## src/rtl/bcd_timer_pkg.sv

```systemverilog
// Shared types and helpers for the BCD countdown timer.
package bcd_timer_pkg;

  typedef enum logic [1:0] {
    IDLE,
    RUN,
    PAUSED,
    DONE
  } state_t;

  localparam int unsigned DIGIT_W = 4;
  localparam logic [3:0]  BCD_MAX = 4'd9;

  // Any non-decimal nibble saturates to 9.
  function automatic logic [3:0] clamp_digit(input logic [3:0] d);
    return (d > BCD_MAX) ? BCD_MAX : d;
  endfunction

endpackage

```

## src/rtl/bcd_down_timer_if.sv

```systemverilog
// Control/display bundle of the BCD countdown timer.
interface bcd_down_timer_if #(
  parameter int DIGITS = 4
);
  logic                  load;
  logic [4*DIGITS-1:0]   load_val;
  logic                  start;
  logic                  pause;
  logic [4*DIGITS-1:0]   bcd;
  logic                  running;
  logic                  zero;
  logic                  done;

  modport master (
    output load, load_val, start, pause,
    input  bcd, running, zero, done
  );

  modport slave (
    input  load, load_val, start, pause,
    output bcd, running, zero, done
  );
endinterface

```

## src/rtl/bcd_digit_dn.sv

```systemverilog
// One combinational BCD digit decrement stage with borrow in/out.
module bcd_digit_dn
  import bcd_timer_pkg::*;
(
  input  logic [DIGIT_W-1:0] digit_in,
  input  logic               borrow_in,
  output logic [DIGIT_W-1:0] digit_out,
  output logic               borrow_out
);

  // 0 with a borrow wraps to 9 and passes the borrow upward.
  always_comb begin
    digit_out  = digit_in;
    borrow_out = 1'b0;
    if (borrow_in) begin
      if (digit_in == '0) begin
        digit_out  = BCD_MAX;
        borrow_out = 1'b1;
      end else begin
        digit_out = digit_in - 4'd1;
      end
    end
  end

endmodule

```

## src/rtl/bcd_down_timer.sv

```systemverilog
// Multi-digit BCD countdown timer with prescaled decrement and done pulse.
// Optional macro BCD_DOWN_RELOAD_EN: reload the preset after terminal count
// and keep running (free-running divide-by-(N+1)).
module bcd_down_timer
  import bcd_timer_pkg::*;
#(
  parameter int DIGITS   = 4,
  parameter int TICK_DIV = 1
) (
  input  logic              clk,
  input  logic              rst,
  bcd_down_timer_if.slave   bus
);

  localparam int W  = DIGIT_W * DIGITS;
  localparam int PW = (TICK_DIV > 1) ? $clog2(TICK_DIV) : 1;

  state_t          state_q, state_d;
  logic [W-1:0]    bcd_q, bcd_d;
  logic [W-1:0]    dec_val;
  logic [W-1:0]    load_clamped;
  logic [PW-1:0]   presc_q, presc_d;
  logic            done_q, done_d;
  logic [DIGITS:0] borrow;
  logic            tick;
  logic            is_zero;
`ifdef BCD_DOWN_RELOAD_EN
  logic [W-1:0]    reload_q, reload_d;
`endif

  assign borrow[0] = 1'b1;

  for (genvar g = 0; g < DIGITS; g++) begin : g_digit
    assign load_clamped[g*DIGIT_W +: DIGIT_W] =
      clamp_digit(bus.load_val[g*DIGIT_W +: DIGIT_W]);

    bcd_digit_dn u_dig (
      .digit_in  (bcd_q[g*DIGIT_W +: DIGIT_W]),
      .borrow_in (borrow[g]),
      .digit_out (dec_val[g*DIGIT_W +: DIGIT_W]),
      .borrow_out(borrow[g+1])
    );
  end

  // The borrow ripples out of the top digit only when every digit is 0.
  assign is_zero = borrow[DIGITS];
  assign tick    = (presc_q == PW'(TICK_DIV - 1));

  // Next-state, count and prescaler; load beats start beats pause.
  always_comb begin
    state_d  = state_q;
    bcd_d    = bcd_q;
    presc_d  = presc_q;
    done_d   = 1'b0;
`ifdef BCD_DOWN_RELOAD_EN
    reload_d = reload_q;
`endif
    if (bus.load) begin
      bcd_d    = load_clamped;
      presc_d  = '0;
      state_d  = IDLE;
`ifdef BCD_DOWN_RELOAD_EN
      reload_d = load_clamped;
`endif
    end else begin
      unique case (state_q)
        IDLE: if (bus.start && !is_zero) state_d = RUN;
        RUN: begin
          if (bus.pause && !bus.start) begin
            state_d = PAUSED;
          end else if (tick) begin
            presc_d = '0;
`ifdef BCD_DOWN_RELOAD_EN
            if (is_zero) begin
              bcd_d = reload_q;
            end else begin
              bcd_d = dec_val;
              if (dec_val == '0) begin
                done_d = 1'b1;
                if (reload_q == '0) state_d = DONE;
              end
            end
`else
            bcd_d = dec_val;
            if (dec_val == '0) begin
              done_d  = 1'b1;
              state_d = DONE;
            end
`endif
          end else begin
            presc_d = presc_q + PW'(1);
          end
        end
        PAUSED: if (bus.start) state_d = RUN;
        DONE: ;
        default: state_d = IDLE;
      endcase
    end
  end

  // State, count, prescaler and done registers.
  always_ff @(posedge clk or negedge rst) begin
    if (!rst) begin
      state_q  <= IDLE;
      bcd_q    <= '0;
      presc_q  <= '0;
      done_q   <= 1'b0;
`ifdef BCD_DOWN_RELOAD_EN
      reload_q <= '0;
`endif
    end else begin
      state_q  <= state_d;
      bcd_q    <= bcd_d;
      presc_q  <= presc_d;
      done_q   <= done_d;
`ifdef BCD_DOWN_RELOAD_EN
      reload_q <= reload_d;
`endif
    end
  end

  assign bus.bcd     = bcd_q;
  assign bus.running = (state_q == RUN);
  assign bus.zero    = is_zero;
  assign bus.done    = done_q;

endmodule

```

## src/flat_wrapper.sv

```systemverilog
// flat-port wrapper written by rule: the top's interface ports become plain ports
module bcd_down_timer_flat import bcd_timer_pkg::*;
#(
  parameter int DIGITS   = 4,
  parameter int TICK_DIV = 1
)
  (clk, rst, bus_load, bus_load_val, bus_start, bus_pause, bus_bcd, bus_running, bus_zero, bus_done);
  bcd_down_timer_if #(.DIGITS(DIGITS)) bus_i ();
  input  logic clk;
  input  logic rst;
  input wire logic [$bits(bus_i.load)-1:0] bus_load;
  input wire logic [$bits(bus_i.load_val)-1:0] bus_load_val;
  input wire logic [$bits(bus_i.start)-1:0] bus_start;
  input wire logic [$bits(bus_i.pause)-1:0] bus_pause;
  output wire logic [$bits(bus_i.bcd)-1:0] bus_bcd;
  output wire logic [$bits(bus_i.running)-1:0] bus_running;
  output wire logic [$bits(bus_i.zero)-1:0] bus_zero;
  output wire logic [$bits(bus_i.done)-1:0] bus_done;
  assign bus_i.load = bus_load;
  assign bus_i.load_val = bus_load_val;
  assign bus_i.start = bus_start;
  assign bus_i.pause = bus_pause;
  assign bus_bcd = bus_i.bcd;
  assign bus_running = bus_i.running;
  assign bus_zero = bus_i.zero;
  assign bus_done = bus_i.done;
  bcd_down_timer #(.DIGITS(DIGITS), .TICK_DIV(TICK_DIV)) u_core (.clk(clk), .rst(rst), .bus(bus_i));
endmodule
```

## config.mk

```make
export PLATFORM = sky130hd
export DESIGN_NAME = bcd_down_timer_flat
export DESIGN_NICKNAME = d
export VERILOG_FILES = /design/src/rtl/bcd_timer_pkg.sv /design/src/rtl/bcd_down_timer_if.sv /design/src/rtl/bcd_digit_dn.sv /design/src/rtl/bcd_down_timer.sv /design/src/flat_wrapper.sv
export SDC_FILE = /design/constraint.sdc
export NUM_CORES = 1
export LEC_CHECK = 0
export CORE_ASPECT_RATIO = 0.5
export CORE_MARGIN = 1
export CORE_UTILIZATION = 35
export CTS_BUF_LIST = sky130_fd_sc_hd__clkbuf_4 sky130_fd_sc_hd__clkbuf_8
export DETAILED_ROUTE_END_ITERATION = 8
export GPL_ROUTABILITY_DRIVEN = 0
export PLACE_DENSITY = 0.71
export SYNTH_ARGS = -nofsm -noshare
export SYNTH_HDL_FRONTEND = slang
export SYNTH_SLANG_ARGS = --single-unit
```

## constraint.sdc

```tcl
create_clock -name clk -period 2 [get_ports clk]
set_input_delay 0.5 -clock clk [delete_from_list [all_inputs] [get_ports clk]]
set_output_delay 0.5 -clock clk [all_outputs]
set_load 0.005 [all_outputs]
```

=== Yosys cells after proc, flatten, opt, wreduce, memory -nomap -nowiden ===
Cells that the tools add are included.

* $add $sub $neg: 5
* Equal/unequal tests: 8
* Muxes and demuxes: 38
* Reduce and logical (&&, ||, !) cells: 15
* $lt $le $gt $ge: 4

{| class="wikitable"
|+ Operators with widths
! kind !! count
|-
| 16-bit 2-to-1 mux || 4
|-
| 4-bit 2-to-1 mux || 11
|-
| 4-bit greater-than comparator, second input constant || 4
|-
| 16-bit logical NOT || 1
|-
| 4-bit logical NOT || 4
|-
| 1-bit 2-to-1 mux || 16
|-
| 4-bit by 1-bit subtractor with 4-bit output, second input constant || 4
|-
| 2-bit 2-to-1 mux || 6
|-
| 2-bit one-hot mux with 3 select lines || 1
|-
| 5-bit AND reduction || 1
|-
| 2-bit != test, second input constant || 2
|-
| 4-bit by 2-bit != test with 1-bit output, second input constant || 1
|-
| 4-bit != test, second input constant || 1
|-
| 4-bit nonzero test || 1
|-
| 3-bit by 2-bit != test with 1-bit output, second input constant || 1
|-
| 3-bit != test, second input constant || 1
|-
| 3-bit AND reduction || 1
|-
| 2-bit by 1-bit equality test with 1-bit output, second input constant || 1
|-
| 2-bit equality test, second input constant || 1
|-
| 1-bit logical AND || 2
|-
| 1-bit logical NOT || 2
|-
| 2-bit logical NOT || 1
|-
| 2-bit AND reduction || 1
|-
| 2-bit nonzero test || 1
|-
| 1-bit adder, second input constant || 1
|}

* Register bits after elaboration: 20
* Output and inout port bits: 19

=== Logic depth before layout (Yosys ltp) ===
Gate-level depths: netlist of the first run.

* Word-level depth: 11
* Depth in mapped cells: 6

=== Modules after synthesis ===
A second synthesis of the first run with hierarchy kept.

* Cells, all modules: 164
* Area, all modules: 1421.4 um^2

{| class="wikitable"
|+ Modules (own cells, without submodules)
! module !! times used !! cells each !! area an instance (um^2) !! seq. area each (um^2)
|-
| bcd_down_timer || 1 || 120 || 1106.1 || 475.5
|-
| bcd_digit_dn || 4 || 11 || 78.8 || 0.0
|}

=== Worst setup path after synthesis of the first run ===
OpenSTA, ideal clock, no wires.

* Path type: reg2reg
* Start point: register u_core.state_q[1]
* End point: register u_core.bcd_q[15], in the netlist u_core.bus.bcd[15]
* Setup time: 0.124 ns
* Clock period less this slack: 1.680 ns
* Cell stages (with the launch flop): 7
* Path buffers: 0
* Slack: 0.320 ns
* Data arrival time: 1.556 ns
* Cell sequence: dfrtp_1 inv_1 ha_1 nand3_2 nor4_4 a21boi_1 o31a_1

* Longest elaborated chain between the ends: 3

{| class="wikitable"
|+ Ends and longest elaborated chain
! item !! line !! RTL
|-
| start, declared || bcd_down_timer.sv:18 || <nowiki>state_t state_q, state_d;</nowiki>
|-
| start signal, assigned || bcd_down_timer.sv:112 || <nowiki>state_q <= state_d;</nowiki>
|-
| 2-bit by 1-bit equality test with 1-bit output || n/a ||
|-
| net bus_running || flat_wrapper.sv:16 || <nowiki>output wire logic [$bits(bus_i.running)-1:0] bus_running;</nowiki>
|-
| 2-bit nonzero test (no line) || n/a ||
|-
| 3-bit AND reduction (no line) || n/a ||
|-
| end signal, assigned || bcd_down_timer.sv:105 || <nowiki>bcd_q <= '0;</nowiki>
|-
| end signal, assigned || bcd_down_timer.sv:113 || <nowiki>bcd_q <= bcd_d;</nowiki>
|-
| end, declared || bcd_down_timer.sv:19 || <nowiki>logic [W-1:0] bcd_q, bcd_d;</nowiki>
|}

The timed path passes the listed nets, and every way through them passes these cells.
A chain may end at the register's enable or synchronous reset.

=== Worst setup path in the final report of the first run ===
* Start point: register u_core.bcd_q[9], in the netlist u_core.bus.bcd[9]
* End point: output port bus_zero

* Longest elaborated chain between the ends: 4

{| class="wikitable"
|+ Ends and longest elaborated chain
! item !! line !! RTL
|-
| 4-bit logical NOT || bcd_digit_dn.sv:16 || <nowiki>if (digit_in == '0) begin</nowiki>
|-
| 1-bit 2-to-1 mux || bcd_digit_dn.sv:16 ||
|-
| 1-bit 2-to-1 mux (2 in a row) || bcd_digit_dn.sv:15 || <nowiki>if (borrow_in) begin</nowiki>
|-
| end, declared || flat_wrapper.sv:17 || <nowiki>output wire logic [$bits(bus_i.zero)-1:0] bus_zero;</nowiki>
|}

No other way between the ends.

==> results of run 1 <==
==> kinds of logic (layout without fill, tap and decap cells) <==
family                     Yosys count  count (layout)
AOI/OAI and AO/OA                   40              40
and+or+nand+nor                     62              62
adders and majority gates            3               3
muxes                                3               3
xor gates and xnor gates             4               4
DFF                                 19              19
buffers and inverters               10              83
==> worst max path at each step <==
stage / from / end / slack (ns) / cells past startpoint
2_1_floorplan: u_core.state_q[1] / u_core.bus.bcd[15] / 0.32 / 6
3_3_place_gp: u_core.bus.bcd[9] / bus_zero / -0.21 / 4
3_5_place_dp: u_core.bus.bcd[9] / bus_zero / -0.19 / 4
4_1_cts: u_core.bus.bcd[12] / bus_zero / -0.04 / 4
5_1_grt: u_core.bus.bcd[9] / bus_zero / -0.13 / 4
6_report: u_core.bus.bcd[9] / bus_zero / -0.04 / 4
==> state kept, by name, summed over array words and instances (netlist names) <==
| register | cells |
|---|---|
| u_core.state_q | 2 |
| u_core.bus.bcd | 16 |
| u_core.bus.done | 1 |
==> cell usage after synthesis (all sizes together) (2+ instances only) <==
cell	instances	area (um2)
nand2	10	37.5
a21oi	6	30.0
o21a	5	37.5
mux2i	3	30.0
nor4	5	67.6
ha	3	37.5
nand2b	3	18.8
xnor2	3	26.3
nor3b	5	37.5
o22ai	4	25.0
clkbuf	3	11.3
o21ai	15	75.1
inv	6	22.5
nor2	15	58.8
dfrtp	19	475
and4b	2	20.0
nor3	8	56.3
nand3	3	20.0
nor2b	3	21.3
o311ai	2	25.0
==> routing by layer <==
layer | share of wire [%] | vias to the layer above | global-route usage (%)
met5 | 0 | - | 0
met3 | 3.9 | 7 | 4.75
met2 | 45 | 26 | 30.5
met4 | 1.8 | 0 | 8.20
met1 | 49 | 624 | 27.6
li1 | - | 671 | -
==> power groups by stage <==
stage	Sequential, mW	Combinational [mW]	Clock (mW)
2_1_floorplan	0.494	0.235	0
3_3_place_gp	0.461	0.546	0
3_5_place_dp	0.463	0.563	0
4_1_cts	0.462	0.578	0.289
5_1_grt	0.470	0.638	0.301
6_report	0.463	0.584	0.284
==> per-stage QoR <==
stage / hold WS [ns] / power, mW
floorplan: 0.204 / 0.730
global placement: 0.568 / 1.01
global route: 0.606 / 1.41
CTS: 0.572 / 1.33
detailed placement: 0.571 / 1.03
finish: 0.565 / 1.33
==> cell type report <==
cell class              instances  share of cell area (%)
flip-flops and latches         19                    23.0
clock buffers                   4                    2.36
multi-input cells             112                    39.6
well taps                      51                    3.08
repair buffers                 73                    30.9
inverters                       6                    1.09
==> repair_timing <==
item | 4_1_cts | 5_1_grt
pin swaps | 2 | 2
setup endpoints to repair | 2 | 3
resized for setup | 8 | 3
buffers inserted | 1 | 1
==> key figures, run 1 <==
GRT
  – GRT Overall Usage: 20.0%
  – Remaining global-route overflow: 0
  – Vias in the first global route: approximately 1,200
  – Number of antenna violations at the first check in global routing: 0
  – Maximum number of pins on one net before global-route repair: 20
  – First-pass GRT wire length: 5660 um

Setup path
  – Sort of element at the start of the critical path: flip-flop
  – Critical path, cell by cell: nor4_4 -> and4b_1 -> nor2b_4 -> buf_2
  – Buffering stage count on the worst path with inverters included: 1
  – Critical Path Slowest Stage Cell: sky130_fd_sc_hd__dfrtp_1
  – Req. time, crit path: 1.50 ns
  – Kind of end point of the critical path: primary output
  – CP delay by family, top: simple AND/OR/NAND/NOR gates
  – Critical Setup Path Class: reg2out
  – Reg2Reg Depth: 6
  – Flop2flop setup slack: 0.15 ns
  – CP max FO: 2
  – Worst EP arrival: 1.54 ns
  – Critical Path Max Stage Delay: 0.41 ns
  – Worst reg2reg path endpoint: u_core.state_q[1]
  – Startpoint of the lowest-slack register-to-register path: u_core.bus.bcd[2]

Die
  – Num rows: 15
  – Boundary Pins: 40
  – Y dimension of the die: ~45 um
  – Die width: around 88 um
  – Area of the die: 3960 um2
  – Floorplan core area: 3490 um2
  – Starting density of the core: 37.1%

Final layout
  – Most frequent standard cell in the layout excluding fill and tap cells: sky130_fd_sc_hd__clkdlybuf4s50_1
  – Fill cell total of the finished layout: 315
  – Area occupied by multi-input gates: 820 um2
  – Number of nets in the layout: 239
  – Final std cells w/o fill: 265
  – Most used cells in the layout excluding fill and tap cells: sky130_fd_sc_hd__clkdlybuf4s50_1, sky130_fd_sc_hd__buf_4, sky130_fd_sc_hd__dfrtp_1
  – Area growth from synthesis to layout: 60.1%
  – Ratio of cells with drive above 1 in the final layout: 25.2%
  – Final core occ: 59.3%
  – Reg area: 475 um2
  – Post-route cell area: 2070 um2
  – Antenna diode count: 0

Timing
  – RSZ-0062 raised after global routing: true
  – Final-layout setup total negative slack: -0.0423 ns
  – Final Max Tran Viols: 0
  – Clock period minus worst slack: 2.04 ns
  – Max transition margin: 71.5%
  – Final critical-path setup slack: -0.0423 ns
  – Tcrit/Tclk final: 102%
  – Number of endpoints with negative hold slack in the final report: 0
  – Slew @ Worst Pin: 0.426 ns
  – Final number of setup-violating endpoints: 1
  – Fmax: 490 MHz
  – Clock Skew: 0.00375 ns

Clock network
  – Number of buffers inserted during clock tree synthesis: 3
  – CTS sink count: 19
  – CTS tree: yes
  – Worst-skew pair later-pin latency: 0.26 ns
  – CTS H-tree lvls: 1
  – Register clock-pin slew on the reported worst setup and hold paths: 0.07 ns
  – Hold bufs inserted after CTS: 0
  – Clk root buf: sky130_fd_sc_hd__clkbuf_8
  – Max Buffers Root-to-Sink: 2

Synth
  – Post-synth cell types: 47
  – Post-synthesis share of cell area spent on full adders, half adders and majority gates: 2.90%
  – EDFF count, synth: 0
  – Dominant combinational cell family by area after synthesis: simple AND/OR/NAND/NOR gates
  – Share of synthesized flip-flops with an asynchronous set or reset: 100%
  – Dominant register cell in the synthesized netlist: sky130_fd_sc_hd__dfrtp_1
  – Post-Syn Area per Cell: 9.18 um2
  – Yosys warnings: 0
  – Synthesis-stage register bit count: 19
  – Share of the yosys chip area belonging to registers: 36.8%
  – Post-Syn Instances: between 100 and 150
  – Post-synthesis share of cell area spent on and, or, nand and nor gates: 31.5%
  – Compound-gate portion of the synthesized area: 20.8%
  – Syn_nets: 165
  – XOR/XNOR share of the synthesized area: 2.71%
  – Share of cell area taken by muxes after synthesis: 2.32%
  – Netlist area before placement: 1290 um2

Routing
  – Post-detailed-route DRC marker count: 0
  – Overall via count from detail_route: ~1,300
  – Routed length per placed instance: 13.4 um
  – Wirelength, routed: ~3600 um
  – Iteration-0 DRC Markers: 43
  – Pre-Repair DR Iteration Count: 4
  – Average vias per placed instance: 5.01
  – Antenna-violating nets left: 0

Place
  – Cell Count Post-Placement: 259
  – DPL Wire Length: approximately 2800 um
  – Area after DPL: just under 2000 um2
  – Worst-case setup slack after placement: -0.190 ns
  – Number of input and output port buffers inserted: 39

Worst hold path
  – Class of the tightest hold or removal check: in2async

Status
  – Failing checks: setup timing
  – Run status: complete, but fails checks

Power
  – Power density over the cells: 643 nW/um2
  – Share of total power in sequential cells: about a third
  – Reported leakage power: around 0.82 nW
  – Clock share of power: 21.3%
  – Net switching power of the design: 0.433 mW
  – Share of total power in combinational logic: 43.9%
  – Worst voltage drop across the vdd grid: 248 uV
  – Switching share of total power: around 32%
  – Internal power: 0.899 mW

Flow run
  – Number of max-cap violations: 0
Note: power is estimated with default switching activity, not from simulation.
==> run 2, diff against run 1 <==
- HOLD_SLACK_MARGIN: default -> 0.1
==> results of run 2 <==
The final DEF is identical to that of run 1; final timing and power are the same.
